--- src/rtl/iomem_arbiter.sv ---
// Round-robin arbiter sharing one PicoRV32-style iomem bus between NUM_REQ masters.
// Define IOMEM_ARB_TIMEOUT_EN to build the BUSY watchdog that forces completion with 32'hDEAD_BEEF.
module iomem_arbiter #(
  parameter int NUM_REQ        = 2,
  parameter int TIMEOUT_CYCLES = 1024
) (
  input  logic                    clk,
  input  logic                    resetn,
  input  logic [NUM_REQ-1:0]      req_valid,
  output logic [NUM_REQ-1:0]      req_ready,
  input  logic [4*NUM_REQ-1:0]    req_wstrb,
  input  logic [32*NUM_REQ-1:0]   req_addr,
  input  logic [32*NUM_REQ-1:0]   req_wdata,
  output logic [31:0]             req_rdata,
  output logic                    iomem_valid,
  input  logic                    iomem_ready,
  output logic [3:0]              iomem_wstrb,
  output logic [31:0]             iomem_addr,
  output logic [31:0]             iomem_wdata,
  input  logic [31:0]             iomem_rdata,
  output logic [2:0]              grant_idx,
  output logic                    timeout_err,
  output logic                    dbg_state
);

  // Handshake: a requester holds req_valid and its payload until it sees its
  // req_ready bit for one cycle; the downstream side holds iomem_* until iomem_ready.

  if (NUM_REQ < 2 || NUM_REQ > 8) begin : g_bad_num_req
    $error("iomem_arbiter: NUM_REQ must be in 2..8");
  end
  if (TIMEOUT_CYCLES < 2) begin : g_bad_timeout
    $error("iomem_arbiter: TIMEOUT_CYCLES must be at least 2");
  end

  typedef enum logic {IDLE = 1'b0, BUSY = 1'b1} state_e;

  localparam logic [3:0] NREQ4 = 4'(NUM_REQ);

  state_e      state_q, state_d;
  logic [2:0]  grant_q, grant_d;
  logic        valid_q, valid_d;
  logic [3:0]  wstrb_q, wstrb_d;
  logic [31:0] addr_q, addr_d;
  logic [31:0] wdata_q, wdata_d;

  logic [7:0]  valid_pad;
  logic [3:0]  cand;
  logic        pick_found;
  logic [2:0]  pick_idx;
  logic [3:0]  sel_wstrb;
  logic [31:0] sel_addr, sel_wdata;
  logic        force_done;
  logic        done;

  // Search starts just after the last grant, so the last winner is lowest priority.
  always_comb begin
    valid_pad  = 8'(req_valid);
    cand       = '0;
    pick_found = 1'b0;
    pick_idx   = grant_q;
    for (int k = 1; k <= NUM_REQ; k++) begin
      cand = {1'b0, grant_q} + 4'(k);
      if (cand >= NREQ4) cand = cand - NREQ4;
      if (!pick_found && valid_pad[cand[2:0]]) begin
        pick_found = 1'b1;
        pick_idx   = cand[2:0];
      end
    end
  end

  always_comb begin
    sel_wstrb = '0;
    sel_addr  = '0;
    sel_wdata = '0;
    for (int i = 0; i < NUM_REQ; i++) begin
      if (pick_idx == 3'(i)) begin
        sel_wstrb = req_wstrb[4*i +: 4];
        sel_addr  = req_addr[32*i +: 32];
        sel_wdata = req_wdata[32*i +: 32];
      end
    end
  end

  assign done = iomem_ready | force_done;

  always_comb begin
    state_d = state_q;
    grant_d = grant_q;
    valid_d = valid_q;
    wstrb_d = wstrb_q;
    addr_d  = addr_q;
    wdata_d = wdata_q;
    case (state_q)
      IDLE: begin
        if (pick_found) begin
          state_d = BUSY;
          valid_d = 1'b1;
          grant_d = pick_idx;
          wstrb_d = sel_wstrb;
          addr_d  = sel_addr;
          wdata_d = sel_wdata;
        end
      end
      BUSY: begin
        if (done) begin
          state_d = IDLE;
          valid_d = 1'b0;
        end
      end
    endcase
  end

  always_comb begin
    req_ready = '0;
    if (state_q == BUSY && done) begin
      for (int i = 0; i < NUM_REQ; i++) begin
        if (grant_q == 3'(i)) req_ready[i] = 1'b1;
      end
    end
  end

  assign req_rdata = force_done ? 32'hDEAD_BEEF : iomem_rdata;

  always_ff @(posedge clk) begin
    if (!resetn) begin
      state_q <= IDLE;
      grant_q <= 3'(NUM_REQ - 1);
      valid_q <= 1'b0;
      wstrb_q <= '0;
      addr_q  <= '0;
      wdata_q <= '0;
    end else begin
      state_q <= state_d;
      grant_q <= grant_d;
      valid_q <= valid_d;
      wstrb_q <= wstrb_d;
      addr_q  <= addr_d;
      wdata_q <= wdata_d;
    end
  end

`ifdef IOMEM_ARB_TIMEOUT_EN
  localparam int CW = $clog2(TIMEOUT_CYCLES) + 1;

  logic [CW-1:0] tcnt_q, tcnt_d;
  logic          terr_q, terr_d;

  // A late iomem_ready in the final allowed cycle still wins over the watchdog.
  assign force_done = (state_q == BUSY) && !iomem_ready &&
                      (tcnt_q == CW'(TIMEOUT_CYCLES - 1));

  always_comb begin
    tcnt_d = tcnt_q;
    terr_d = terr_q;
    if (state_q == IDLE)   tcnt_d = '0;
    else if (!iomem_ready) tcnt_d = tcnt_q + CW'(1);
    if (force_done)        terr_d = 1'b1;
  end

  always_ff @(posedge clk) begin
    if (!resetn) begin
      tcnt_q <= '0;
      terr_q <= 1'b0;
    end else begin
      tcnt_q <= tcnt_d;
      terr_q <= terr_d;
    end
  end

  assign timeout_err = terr_q;
`else
  assign force_done  = 1'b0;
  assign timeout_err = 1'b0;
`endif

  assign iomem_valid = valid_q;
  assign iomem_wstrb = wstrb_q;
  assign iomem_addr  = addr_q;
  assign iomem_wdata = wdata_q;
  assign grant_idx   = grant_q;
  assign dbg_state   = state_q;

endmodule

--- config.mk ---
export PLATFORM = sky130hd
export DESIGN_NAME = iomem_arbiter
export DESIGN_NICKNAME = d
export VERILOG_FILES = /design/src/rtl/iomem_arbiter.sv
export SDC_FILE = /design/constraint.sdc
export NUM_CORES = 1
export LEC_CHECK = 0
export BUFFER_PORTS_ARGS = -buffer_cell sky130_fd_sc_hd__clkbuf_2
export CORE_AREA = 3 3 109 111
export CTS_BUF_LIST = sky130_fd_sc_hd__clkbuf_8
export DETAILED_ROUTE_END_ITERATION = 10
export DIE_AREA = 0 0 112 114
export GPL_TIMING_DRIVEN = 0
export HOLD_SLACK_MARGIN = 0.02
export PLACE_DENSITY = 0.81
export SETUP_SLACK_MARGIN = 0.15
export SYNTH_ARGS = -nofsm -noshare
export SYNTH_HDL_FRONTEND = slang
export SYNTH_SLANG_ARGS = --single-unit
--- constraint.sdc ---
create_clock -name clk -period 2.28 [get_ports clk]
set_input_delay 0 -clock clk [delete_from_list [all_inputs] [get_ports clk]]
set_output_delay 0 -clock clk [all_outputs]
set_load 0.05 [all_outputs]
==> results <==
- In the routed design, unresolved DRC markers number 0.
- Summed over all cells, the static leakage comes to around 0.0035 µW.
- Of the total power, combinational logic draws 0.541.
- The HPWL after detailed placement is about 10000 µm.
- The clock root buffer master is clkbuf_8.
- From synthesis to final layout, the design area changed by 91.0%.
- For this block, the initial DRC count from the detailed router was 235.
- The most congested layer reported by global routing is met2.
- The switching part of the total is 0.434.
- The largest single stage delay on the critical path is 0.37 ns.
- The combined global-route utilization of all metal layers is 0.252.
- The top-area cell type share of the netlist area is 0.383.
- The clock-pin slew of the registers on the worst-case setup and hold paths is 0.09 ns.
- Walking the worst path, the cells encountered are clkinvlp_4 > ha_4 > o2111a_2 > nor2_4 > buf_12 > buf_16 > clkbuf_16 > mux2i_2 > a311oi_1.
- For the pin with the worst max-slew slack, the measured transition is roughly 0.67 ns.
- The total number of nets in the final design is about 950.
- Entering global routing, the biggest net connects 13 pins.
- The wire length of the first global-routing pass is 25700 µm.
- The maximum level of the CTS H-tree is 3.
- The count of different cell masters after synthesis is 27.
- The internal portion of total power is 3660 µW.
- The vertical die dimension is 114 µm.
- After detailed routing, the number of vias per cell comes to 5.23.
- Once detail routing completed, the nets flagged for antenna violations numbered 0.
- The endpoint kind of the worst setup timing path is a flop.
- The worst-case IR drop observed on VDD is 0.545 mV.
- The slowest stage of the critical path is the dfxtp_4 cell.
- The power density over cell area is 888 nW/µm².
- The count of synthesis-stage warnings from yosys is 0.
- The total count of hold-check failures in the final report is 0.
- The first-pass detailed-route iteration total is 5.
- The mapped netlist covers 3810 µm².
- The number of global-route vias before repair is a little under 5000.
- dfxtp_1 takes more of the synthesized area than any other cell.
- By startpoint and endpoint, the worst setup path is classified as flop to flop.
- Of the cells placed in the final design, the portion with a size suffix greater than 1 is 0.492.
- The critical path data arrival time is about 2.4 ns.
- The die covers 12800 µm².
- The post-detailed-route wirelength per cell is 19.0 µm.
- The worst hold-check path type is input pin to flop.
- The die is 112 µm wide.
- For this configuration, the core starts out at a cell density of 0.350.
- The final critical delay including setup and external delays is 2.23 ns.
- Leaving out filler cells and counting taps, the final layout contains 923.
- For this block, the via count after detailed routing is 4828.
- Data on the critical path is required at its endpoint by 2.48 ns.
- TritonCTS built the clock tree.
- The worst-path maximum fanout is 6.
- The worst slack at placement is -0.0423 ns.
- In this run the power spent charging and discharging nets is roughly 2800 µW.
- Setup repair after global routing could not meet its margin everywhere.
- For this run the aggregate overflow at the end of global routing stands at 0.
- The final setup violation count is 0.
- Of the total power, registers draw 0.259.
- The post-synthesis area per instance is 9.77 µm².
- Ranked by total cell area, the synthesized netlist is headed by dfxtp_1 (38%), mux2i_1 (18%), a311oi_1 (16%).
- The total placed cells including tap cells is 777.
- Counting every net in the synthesized netlist gives 569.
- The number of input and output port buffers inserted is ~250.
- Of the total power, the clock network draws 0.200.
- In the global route stage, met2 resource usage came out at 0.452.
- In the global route stage, met3 resource usage came out at 0.0658.
- The relative slew slack is 0.556.
- Across the run, the number of max-cap violations was 0.
- The floorplan step defined a core boundary enclosing 10900 µm².
- The utilization after layout is 0.668.
- The maximum clock skew at final layout is around 0.011 ns.
- In the global route stage, met1 resource usage came out at 0.282.
- The number of standard cells after synthesis is around 400.
- The final layout contains routed wiring with a total length of 17500 µm.
- The post-route clock period utilization is 0.976.
- The routability-driven placement congestion ratio is ~0.75.
- The initialized floorplan defines 38 standard-cell rows.
- The number of pins with negative max-slew slack in the final report is 0.
- The number of clock buffers added by TritonCTS is 9.
- The source-to-sink clock delay at the later pin of the worst-skew pair is 0.34 ns.
- The longest clock path from root to sink contains 2 buffers.
- The number of storage elements in the synthesis netlist is 73.
- In this run the count of I/O pins placed on the die edge is ~280.
- The run finished with clean final reports.
- The number of antenna violations at the first check in global routing came to 0.
- The total clock sinks is 73.
- The proportion of synthesized chip area in sequential cells is 0.383.
- The peak clock frequency supported by timing is 449 MHz.
- The type of element launching the critical path is a flop.
- The worst setup slack after layout is 0.0547 ns.
==> cells by family after synthesis <==
group           synth area share
compound gates             0.265
other cells             0.000984
fa+ha+maj                 0.0197
flops                      0.383
xor+xnor                 0.00460
buf+inv                    0.124
simple gates              0.0181
mux                        0.184
==> final cells by class <==
type | instances | area (µm²)
diodes | 3 | 7.51
plain buffers | 78 | 629
clock buffers | 11 | 151
clock inverters | 5 | 103
fillers | 818 | 3610
inverters | 5 | 22.5
multi-input cells | 234 | 2160
flip-flops and latches | 73 | 1470
well taps | 140 | 175
repair buffers | 374 | 2550
==> stage by stage <==
step	hold slack, ns	TNS (ns)	total power [µW]	cell area [µm²]
floorplan	0.0776	0	3780	3850
global placement	0.254	-0.250	4450	5260
CTS	0.0213	0	6080	6880
finish	0.0464	0	6460	7280
detailed placement	0.249	-1.16	4470	5260
global route	0.0332	-2.39	6740	7270
==> worst max-delay path: cells and delay by family, from the launching register on <==
family / cells / cell delay, ns
buf+inv: 4 / 0.62
compound gates: 2 / 0.40
flops: 1 / 0.37
fa+ha+maj: 1 / 0.31
mux: 1 / 0.23
simple gates: 1 / 0.14
==> flip-flops by register name, summed over array words and instances, names as in the netlist <==
register     cells
iomem_addr      32
grant_idx        3
iomem_wdata     32
iomem_wstrb      4
dbg_state        1
iomem_valid      1
==> routing by layer <==
| layer | part of all wire | routed length (µm) |
|---|---|---|
| met3 | 0.078 | 1380 |
| met1 | 0.38 | 6580 |
| met2 | 0.51 | 8940 |
| met5 | 0 | 0 |
| met4 | 0.036 | 632 |
==> what timing repair did <==
action	CTS	global route
hold endpoints to repair	63	0
hold buffers	112	0
setup buffers	9	1
gates cloned	1	4
gates resized for setup	39	73
setup endpoints to repair	72	73
pin swaps	25	49
==> placed cells by master (no fill, tap or decap), drive strengths merged, types with 2 or more instances in the layout <==
cell type | synthesis | final
clkbuf | 29 | 285
dlygate4sd3 | 0 | 112
dfxtp | 73 | 73
a21oi | 70 | 70
mux2i | 70 | 70
a311oi | 68 | 68
buf | 49 | 66
ha | 6 | 6
inv | 4 | 4
diode | 0 | 3
bufinv | 0 | 3
nand2 | 3 | 3
nor3b | 3 | 3
and3 | 2 | 2
xnor2 | 2 | 2
clkinv | 1 | 2
==> power groups by stage <==
stage	Sequential, µW	Combinational (µW)	Clock, µW
after floorplan	2550	1220	0
after global placement	1680	2770	0
after detailed placement	1690	2790	0
after CTS	1660	3110	1310
after global routing	1700	3680	1360
final	1680	3490	1290
==> final timing paths <==
kind,startpoint,slack [ns],endpoint,depth (start not counted)
worst max-delay path,grant_idx[1]$_SDFFE_PN0P_,0.05,iomem_addr[7]$_SDFFE_PN0P_,9
worst min-delay path,req_wdata[8],0.05,iomem_wdata[8]$_SDFFE_PN0P_,3
worst max register to register,grant_idx[1]$_SDFFE_PN0P_,0.05,iomem_addr[7]$_SDFFE_PN0P_,9
worst min register to register,iomem_valid$_SDFFE_PN0P_,0.46,iomem_valid$_SDFFE_PN0P_,2
==> Yosys cell counts (all sizes together) <==
cell / number
nand2b: 1
ha: 6
clkbuf: 29
nand2: 3
buf: 49
nor2: 1
nor3b: 3
xnor2: 2
dfxtp: 73
clkinv: 1
o211a: 1
a21oi: 70
a21o: 1
a311oi: 68
o21ai: 1
o32ai: 1
inv: 4
mux2i: 70
a31oi: 1
o311ai: 1
o2111a: 1
conb: 1
and3: 2
(Power assumes the default switching activity.)
